--- src/rtl/mem_arbiter.sv ---
// mem_arbiter: shares one memory port between an instruction-fetch unit and a
// load/store unit. One transaction is in flight at a time, moving through
// IDLE -> REQ -> WAIT -> RESP. Simultaneous requests alternate between the two
// requesters. A WAIT that runs TIMEOUT cycles without a completion ends in an
// error response.
module mem_arbiter #(
    parameter int DATA_WIDTH = 32,
    parameter int ADDR_WIDTH = 32,
    parameter int TIMEOUT    = 255
) (
    input  logic                  clk,
    input  logic                  rst,

    input  logic                  ifu_req_valid,
    output logic                  ifu_req_ready,
    input  logic [ADDR_WIDTH-1:0] ifu_addr,
    output logic                  ifu_rvalid,
    output logic [DATA_WIDTH-1:0] ifu_rdata,
    output logic                  ifu_err,

    input  logic                  lsu_req_valid,
    output logic                  lsu_req_ready,
    input  logic                  lsu_we,
    input  logic [1:0]            lsu_format,
    input  logic [ADDR_WIDTH-1:0] lsu_addr,
    input  logic [DATA_WIDTH-1:0] lsu_wdata,
    output logic                  lsu_rvalid,
    output logic [DATA_WIDTH-1:0] lsu_rdata,
    output logic                  lsu_err,

    output logic                  mem_req,
    output logic                  mem_we,
    output logic [1:0]            mem_format,
    output logic [ADDR_WIDTH-1:0] mem_addr,
    output logic [DATA_WIDTH-1:0] mem_wdata,
    input  logic                  mem_rvalid,
    input  logic [DATA_WIDTH-1:0] mem_rdata
);

    // The WAIT counter must be able to hold the value TIMEOUT itself.
    localparam int CNT_W = $clog2(TIMEOUT + 1);

    typedef enum logic [1:0] {
        ST_IDLE,
        ST_REQ,
        ST_WAIT,
        ST_RESP
    } state_e;

    typedef enum logic {
        OWN_IFU,
        OWN_LSU
    } owner_e;

    state_e                state_q, state_d;
    owner_e                owner_q, owner_d;
    owner_e                last_grant_q, last_grant_d;
    logic                  we_q, we_d;
    logic [1:0]            format_q, format_d;
    logic [ADDR_WIDTH-1:0] addr_q, addr_d;
    logic [DATA_WIDTH-1:0] wdata_q, wdata_d;
    logic [DATA_WIDTH-1:0] rdata_q, rdata_d;
    logic                  err_q, err_d;
    logic [CNT_W-1:0]      cnt_q, cnt_d;

    logic grant_ifu, grant_lsu;
    logic accept_ifu, accept_lsu;
    logic timeout_hit;

    assign timeout_hit = (cnt_q == CNT_W'(TIMEOUT));

    // Arbitration: a lone requester wins; on a conflict the one not granted last wins.
    always_comb begin
        grant_lsu  = lsu_req_valid && (!ifu_req_valid || (last_grant_q == OWN_IFU));
        grant_ifu  = ifu_req_valid && !grant_lsu;
        accept_ifu = (state_q == ST_IDLE) && grant_ifu;
        accept_lsu = (state_q == ST_IDLE) && grant_lsu;
    end

    // State register.
    always_ff @(posedge clk) begin
        // NOTE: sequential state uses non-blocking assignments so every flop samples pre-edge values.
        if (rst) begin
            state_q <= ST_IDLE;
        end else begin
            state_q <= state_d;
        end
    end

    // Next-state logic; a completion outside WAIT has no effect on the sequence.
    always_comb begin
        // NOTE: default first so no path through the case leaves state_d unassigned (no latch).
        state_d = state_q;
        case (state_q)
            ST_IDLE: if (accept_ifu || accept_lsu) state_d = ST_REQ;
            ST_REQ:  state_d = ST_WAIT;
            ST_WAIT: if (mem_rvalid || timeout_hit) state_d = ST_RESP;
            ST_RESP: state_d = ST_IDLE;
            default: state_d = ST_IDLE;
        endcase
    end

    // Output decode: readies only in IDLE, memory pulse in REQ, owner response in RESP.
    always_comb begin
        ifu_req_ready = 1'b0;
        lsu_req_ready = 1'b0;
        mem_req       = 1'b0;
        ifu_rvalid    = 1'b0;
        ifu_rdata     = '0;
        ifu_err       = 1'b0;
        lsu_rvalid    = 1'b0;
        lsu_rdata     = '0;
        lsu_err       = 1'b0;
        case (state_q)
            ST_IDLE: begin
                ifu_req_ready = accept_ifu;
                lsu_req_ready = accept_lsu;
            end
            ST_REQ: mem_req = 1'b1;
            ST_RESP: begin
                if (owner_q == OWN_LSU) begin
                    lsu_rvalid = 1'b1;
                    lsu_rdata  = rdata_q;
                    lsu_err    = err_q;
                end else begin
                    ifu_rvalid = 1'b1;
                    ifu_rdata  = rdata_q;
                    ifu_err    = err_q;
                end
            end
            default: ;
        endcase
    end

    // Request fields are driven from the latched copy, never from live requester inputs.
    assign mem_we     = we_q;
    assign mem_format = format_q;
    assign mem_addr   = addr_q;
    assign mem_wdata  = wdata_q;

    // Datapath next-state: latch at handshake, count WAIT cycles, capture the completion.
    always_comb begin
        owner_d      = owner_q;
        last_grant_d = last_grant_q;
        we_d         = we_q;
        format_d     = format_q;
        addr_d       = addr_q;
        wdata_d      = wdata_q;
        rdata_d      = rdata_q;
        err_d        = err_q;
        cnt_d        = '0;

        if (accept_ifu) begin
            owner_d      = OWN_IFU;
            last_grant_d = OWN_IFU;
            we_d         = 1'b0;
            format_d     = 2'b10;
            addr_d       = ifu_addr;
            wdata_d      = '0;
        end else if (accept_lsu) begin
            owner_d      = OWN_LSU;
            last_grant_d = OWN_LSU;
            we_d         = lsu_we;
            format_d     = lsu_format;
            addr_d       = lsu_addr;
            wdata_d      = lsu_wdata;
        end

        case (state_q)
            // The first WAIT cycle is count 1.
            ST_REQ: cnt_d = CNT_W'(1);
            ST_WAIT: begin
                if (mem_rvalid) begin
                    rdata_d = we_q ? '0 : mem_rdata;
                    err_d   = 1'b0;
                end else if (timeout_hit) begin
                    rdata_d = '0;
                    err_d   = 1'b1;
                end else begin
                    cnt_d = cnt_q + CNT_W'(1);
                end
            end
            default: ;
        endcase
    end

    // Datapath registers; reset clears the capture registers and the counter, and the
    // first conflict after reset goes to the LSU.
    always_ff @(posedge clk) begin
        if (rst) begin
            owner_q      <= OWN_IFU;
            last_grant_q <= OWN_IFU;
            we_q         <= 1'b0;
            format_q     <= 2'b00;
            addr_q       <= '0;
            wdata_q      <= '0;
            rdata_q      <= '0;
            err_q        <= 1'b0;
            cnt_q        <= '0;
        end else begin
            owner_q      <= owner_d;
            last_grant_q <= last_grant_d;
            we_q         <= we_d;
            format_q     <= format_d;
            addr_q       <= addr_d;
            wdata_q      <= wdata_d;
            rdata_q      <= rdata_d;
            err_q        <= err_d;
            cnt_q        <= cnt_d;
        end
    end

endmodule

--- config.mk ---
export PLATFORM = sky130hd
export DESIGN_NAME = mem_arbiter
export DESIGN_NICKNAME = d
export VERILOG_FILES = /design/src/rtl/mem_arbiter.sv
export SDC_FILE = /design/constraint.sdc
export NUM_CORES = 1
export LEC_CHECK = 0
export CAP_MARGIN = 20
export CORE_UTILIZATION = 39
export CTS_CLUSTER_DIAMETER = 120
export DETAILED_ROUTE_END_ITERATION = 16
export PLACE_DENSITY = 0.81
export RECOVER_POWER = 50
export SLEW_MARGIN = 20
export SYNTH_ARGS = -nofsm -noshare
export SYNTH_HDL_FRONTEND = slang
export SYNTH_SLANG_ARGS = --single-unit
--- constraint.sdc ---
create_clock -name clk -period 2 [get_ports clk]
set_clock_uncertainty 0.2 [all_clocks]
set_input_delay 0.2 -clock clk [delete_from_list [all_inputs] [get_ports clk]]
set_output_delay 0.2 -clock clk [all_outputs]
set_load 0.005 [all_outputs]
# Word-level counts from Yosys, hierarchy flattened
# Index checks and enable logic that the tools add are counted.
[op_classes]
n_bitwise = 1
n_eq_ne = 6
mux = 30
n_addsub = 1
n_reduce_logical = 15
[op_table]
columns = ["cell", "n"]
rows = [
  ["32-bit 2-to-1 mux", 9],
  ["8-bit 2-to-1 mux", 2],
  ["8-bit case mux with 2 select lines", 1],
  ["1-bit 2-to-1 mux", 13],
  ["8-bit by 1-bit adder with 8-bit output (second input constant)", 1],
  ["8-bit == test (second input constant)", 1],
  ["2-bit 2-to-1 mux", 4],
  ["2-bit case mux with 4 select lines", 1],
  ["2-bit == test (second input constant)", 2],
  ["1-bit logical AND", 4],
  ["2-bit AND reduction", 2],
  ["2-bit nonzero test", 2],
  ["1-bit logical OR", 3],
  ["2-bit by 1-bit == test with 1-bit output (second input constant)", 1],
  ["1-bit logical NOT", 2],
  ["2-bit logical NOT", 1],
  ["2-bit by 1-bit inequality test with 1-bit output (second input constant)", 1],
  ["2-bit inequality test (second input constant)", 1],
  ["2-bit OR reduction", 1],
  ["1-bit NOT", 1],
]
[totals]
inputBits = 136
register_bits = 111
elab_cells = 63

# Depth between registers and ports, before layout
[logic_depth]
ltp_word = 9
mapped_depth = 8
ltp_nobuf = 6

# Worst setup path before layout
# No wires, ideal clock.
[synth_timing]
path_type = "register to register"
startpoint = "reg cnt_q[0]"
endpoint = "reg err_q"
setup_time_ps = 115
n_path_buf = 2
path_stages_with_launch = 8
arrival_ps = 1475
setup_slack_ps = 210
path_cell_list = "dfxtp_1 > ha_1 > and4_4 > a41oi_4 > nor2b_2 > buf_6 > buf_12 > o21a_1"
[synth_via]
elab_chain_cells = 3
[synth_rtl]
columns = ["item", "line_no", "text"]
rows = [
  ["start, declared", "64", "logic [CNT_W-1:0] cnt_q, cnt_d;"],
  ["start signal, assigned", "209", "cnt_q <= cnt_d;"],
  ["8-bit == test", "70", "assign timeout_hit = (cnt_q == CNT_W'(TIMEOUT));"],
  ["2-bit nonzero test (no line)", "--", ""],
  ["2-bit AND reduction (no line)", "--", ""],
  ["end signal, assigned", "208", "err_q <= err_d;"],
  ["end, declared", "63", "logic err_q, err_d;"],
]
# Every way passes these cells.
# A chain may end at the register's enable or synchronous reset.

# Final worst setup path
[layout_timing]
startpoint = "reg state_q[1]"
endpoint = "out ifu_rdata[3]"
[layout_via]
elab_chain_cells = 2
[layout_rtl]
columns = ["item", "line_no", "text"]
rows = [
  ["start, declared", "55", "state_e state_q, state_d;"],
  ["start signal, assigned", "86", "state_q <= state_d;"],
  ["2-bit == test", "114", "case (state_q)"],
  ["32-bit 2-to-1 mux", "114", ""],
  ["end, declared", "18", "output logic [DATA_WIDTH-1:0] ifu_rdata,"],
]
# Every way passes these cells.

==> results <==
-- worst max-delay path by stage --
stage / from / to / depth (start not counted)
2_1_floorplan: cnt_q[0]$_SDFF_PP0_ / err_q$_SDFFE_PP0P_ / 7
3_3_place_gp: state_q[1]$_SDFFE_PP0P_ / ifu_rdata[28] / 5
3_5_place_dp: state_q[1]$_SDFFE_PP0P_ / ifu_rdata[13] / 5
4_1_cts: state_q[0]$_SDFFE_PP0P_ / ifu_rdata[1] / 7
5_1_grt: state_q[1]$_SDFFE_PP0P_ / ifu_rdata[27] / 7
6_report: state_q[1]$_SDFFE_PP0P_ / ifu_rdata[3] / 7
-- metrics by stage --
stage	std cells	power, mW	worst slack (ns)
global placement	991	5.23	0.0533
finish	1024	7.23	-0.126
floorplan	576	3.97	0.210
detailed placement	991	5.32	-0.0108
global route	1024	7.61	-0.177
CTS	1014	7.25	-0.186
-- Yosys cell counts (all sizes together) --
cell | count | area [um2]
a21oi | 69 | 349
and3 | 34 | 213
xnor2 | 1 | 8.76
clkbuf | 26 | 97.6
dfxtp | 111 | 2220
nand4b | 1 | 8.76
xor2 | 5 | 43.8
a22oi | 32 | 240
o21ai | 1 | 5.00
a22o | 1 | 10.0
or2 | 1 | 6.26
inv | 7 | 26.3
mux2i | 33 | 330
a41oi | 1 | 27.5
buf | 19 | 154
nand2 | 139 | 522
nor2b | 2 | 15.0
nand4 | 1 | 6.26
o21a | 1 | 7.51
a31oi | 2 | 12.5
nor2 | 10 | 37.5
and2 | 35 | 220
nand2b | 34 | 213
ha | 5 | 62.6
a211oi | 1 | 12.5
nand3 | 2 | 15.0
nor3b | 1 | 12.5
and4 | 1 | 11.3
-- flip-flops by register name, indices dropped and copies added, names as in the netlist --
name / count
rdata_q: 32
mem_addr: 32
cnt_q: 8
mem_we: 1
last_grant_q: 1
err_q: 1
mem_wdata: 32
mem_format: 2
state_q: 2
-- routing by layer --
layer / part of all wire, % / up-vias
met3: 8.0 / 25
li1: - / 2477
met4: 2.1 / 0
met2: 52 / 262
met1: 38 / 2399
met5: 0 / -
-- where the power goes --
group / total (mW) / switching (mW) / internal, mW
Sequential: 2.81 / 0.221 / 2.59
Clock: 1.82 / 0.839 / 0.983
Combinational: 2.60 / 1.24 / 1.36
Total: 7.23 / 2.30 / 4.93
-- final cells by class --
cell class	count	share of cell area [%]
Tap cell	168	2.47
Multi-Input combinational cell	413	29.1
Sequential cell	111	26.2
Timing Repair Buffer	309	38.4
Clock buffer	10	2.69
Inverter	7	0.309
Clock inverter	6	0.809
-- cells by family (layout without fill, tap and decap cells) --
family / Yosys count / after routing
flops: 111 / 111
xor+xnor: 6 / 6
simple gates: 261 / 261
compound gates: 108 / 108
fa+ha+maj: 5 / 5
mux: 33 / 33
buf+inv: 52 / 332
-- what timing repair did --
action,4_1_cts,5_1_grt
endpoints found under the setup margin,70,93
resized for setup,58,157
hold buffers,0,0
gates cloned,2,8
buffers inserted,5,6
pin swaps,0,2
-- critical path, cell delays in order, from the launching register on --
cell and delay, ns:
dfxtp_4 0.37, ha_4 0.18, nor2b_4 0.22, buf_12 0.15
clkbuf_16 0.13, buf_4 0.10, and2_1 0.13, clkbuf_2 0.11
==> results by group <==
Min path
  • Cells on Worst Hold Path: 3
  • HP Start: lsu_wdata[4]
  • Hold WC Path Type: in -> reg
  • WHS Endpoint: mem_wdata[4]$_SDFFE_PP0P_

GRT
  • Met3 usage: around 6.7%
  • Most Crowded Layer GR: met2
  • Met2 usage: a little over two fifths
  • Initial antenna violation count: 0
  • Total gr overflow: 0
  • Met1 usage: between 20% and 30%
  • GRT Total Usage: approximately a quarter
  • First-pass GRT wire length: 23900 um
  • Vias in the first global route: about 4800
  • Pin count of the biggest net entering global routing: 42

Worst setup path
  • Crit Path Max Fanout: 4
  • Reg2Reg Depth: 7
  • Critical path launch point type: register
  • RR Endpoint: rdata_q[18]$_SDFFE_PP0P_
  • FF-to-FF Start: cnt_q[0]$_SDFF_PP0_
  • Internal reg-to-reg setup slack: -0.04 ns
  • CP arrival: ~1.7 ns
  • CP endpoint kind: primary output
  • Worst path required time: 1.60 ns
  • Setup CP Type: reg -> out

Drt
  • Vias/cell: between 5 and 6
  • Routed wire length per instance: 16.4 um
  • Drt total wl: 16800 um
  • Antenna-violating nets left: 0
  • First-pass DRT Iterations: 5
  • Residual DRC: 0
  • Initial drt markers: slightly below 300
  • Via count: slightly above 5000

Clock network
  • Clock sinks: approximately 110
  • Clock Latency Late Sink: around 0.34 ns
  • CTS H-tree lvls: 3
  • TritonCTS clock tree: yes
  • Root Driver: clkbuf_16
  • Max Buffers Root-to-Sink: 2
  • CTS clock-pin slew for the worst setup and hold paths: roughly 0.070 ns
  • Num CTS Buffers: 9

STA
  • Slew Limit Fails: 0
  • RSZ-0062 raised after global routing: yes
  • Fmax achieved: roughly 0.47 GHz
  • Min Tclk post-route: around 2.1 ns
  • Final Hold Viols: 0
  • Relative slew slack: 57.4%
  • Setup TNS: -1.31 ns
  • Worst slew pin tran: ~0.64 ns
  • Setup violators final: 30
  • Hold_ws: between 0.15 and 0.2 ns
  • Setup ws final: -0.126 ns
  • Final worst path period share: 106%

Floorplan
  • Chip width: between 100 and 150 um
  • Initial core utilization: roughly two fifths
  • Ports: ~270
  • Core Footprint: between 10000 and 15000 um2
  • Rows: 40
  • DIE AREA: approximately 13000 um2
  • Die height: 114 um

Logic synthesis
  • Synth Area in Compound Gates: 13.6%
  • Cell Area, Synth: a little under 5000 um2
  • Yosys reg bits: 111
  • Simple-Gate Fraction of Synth Area: 26.2%
  • Largest family of logic cells by synthesized area: simple AND/OR/NAND/NOR gates
  • Syn nets: slightly above 700
  • Multiplexer share of the synthesized area: under 10%
  • Synth cell types: 36
  • Post-Synth XOR/XNOR Area: under 10%
  • Register area share after synthesis: between 40% and 50%
  • Post-synthesis cell count: roughly 580
  • Synth Warn #: 0
  • Syn_area_per_cell: approximately 8.5 um2
  • Post-Synth Adder-Cell Area: under 10%

Job
  • Max_cap viols: 0

Placement
  • Post-detail-place hpwl: 11500 um
  • Placed Area: 7800 um2
  • IO buf count: approximately 270
  • Routability cong.: 0.865

Finish
  • Fillers: ~930
  • Design Area, Final: 8500 um2
  • Final Core Density: a little over two thirds
  • Most frequent cells in the layout: nand2_1 (139), clkdlybuf4s50_1 (135), dfxtp_1 (108)
  • Fin nets: between 900 and 1000
  • Layout area overhead: 73.9%
  • N_diodes: 0
  • Sequential cell area: 2230 um2
  • Multi-input gate area: 2470 um2
  • Fraction of layout cells with a size suffix above 1: between 10% and 20%
  • Commonest non-fill, non-tap cell in the layout: nand2_1

Status
  • Outcome: complete, but fails checks
  • Violated checks: negative setup slack

Pwr
  • Leakage power: around 4.1 nW
  • PwrDens: ~850 nW/um2
  • Max rail drop VDD: between 500 and 600 uV
(Power assumes the default switching activity.)
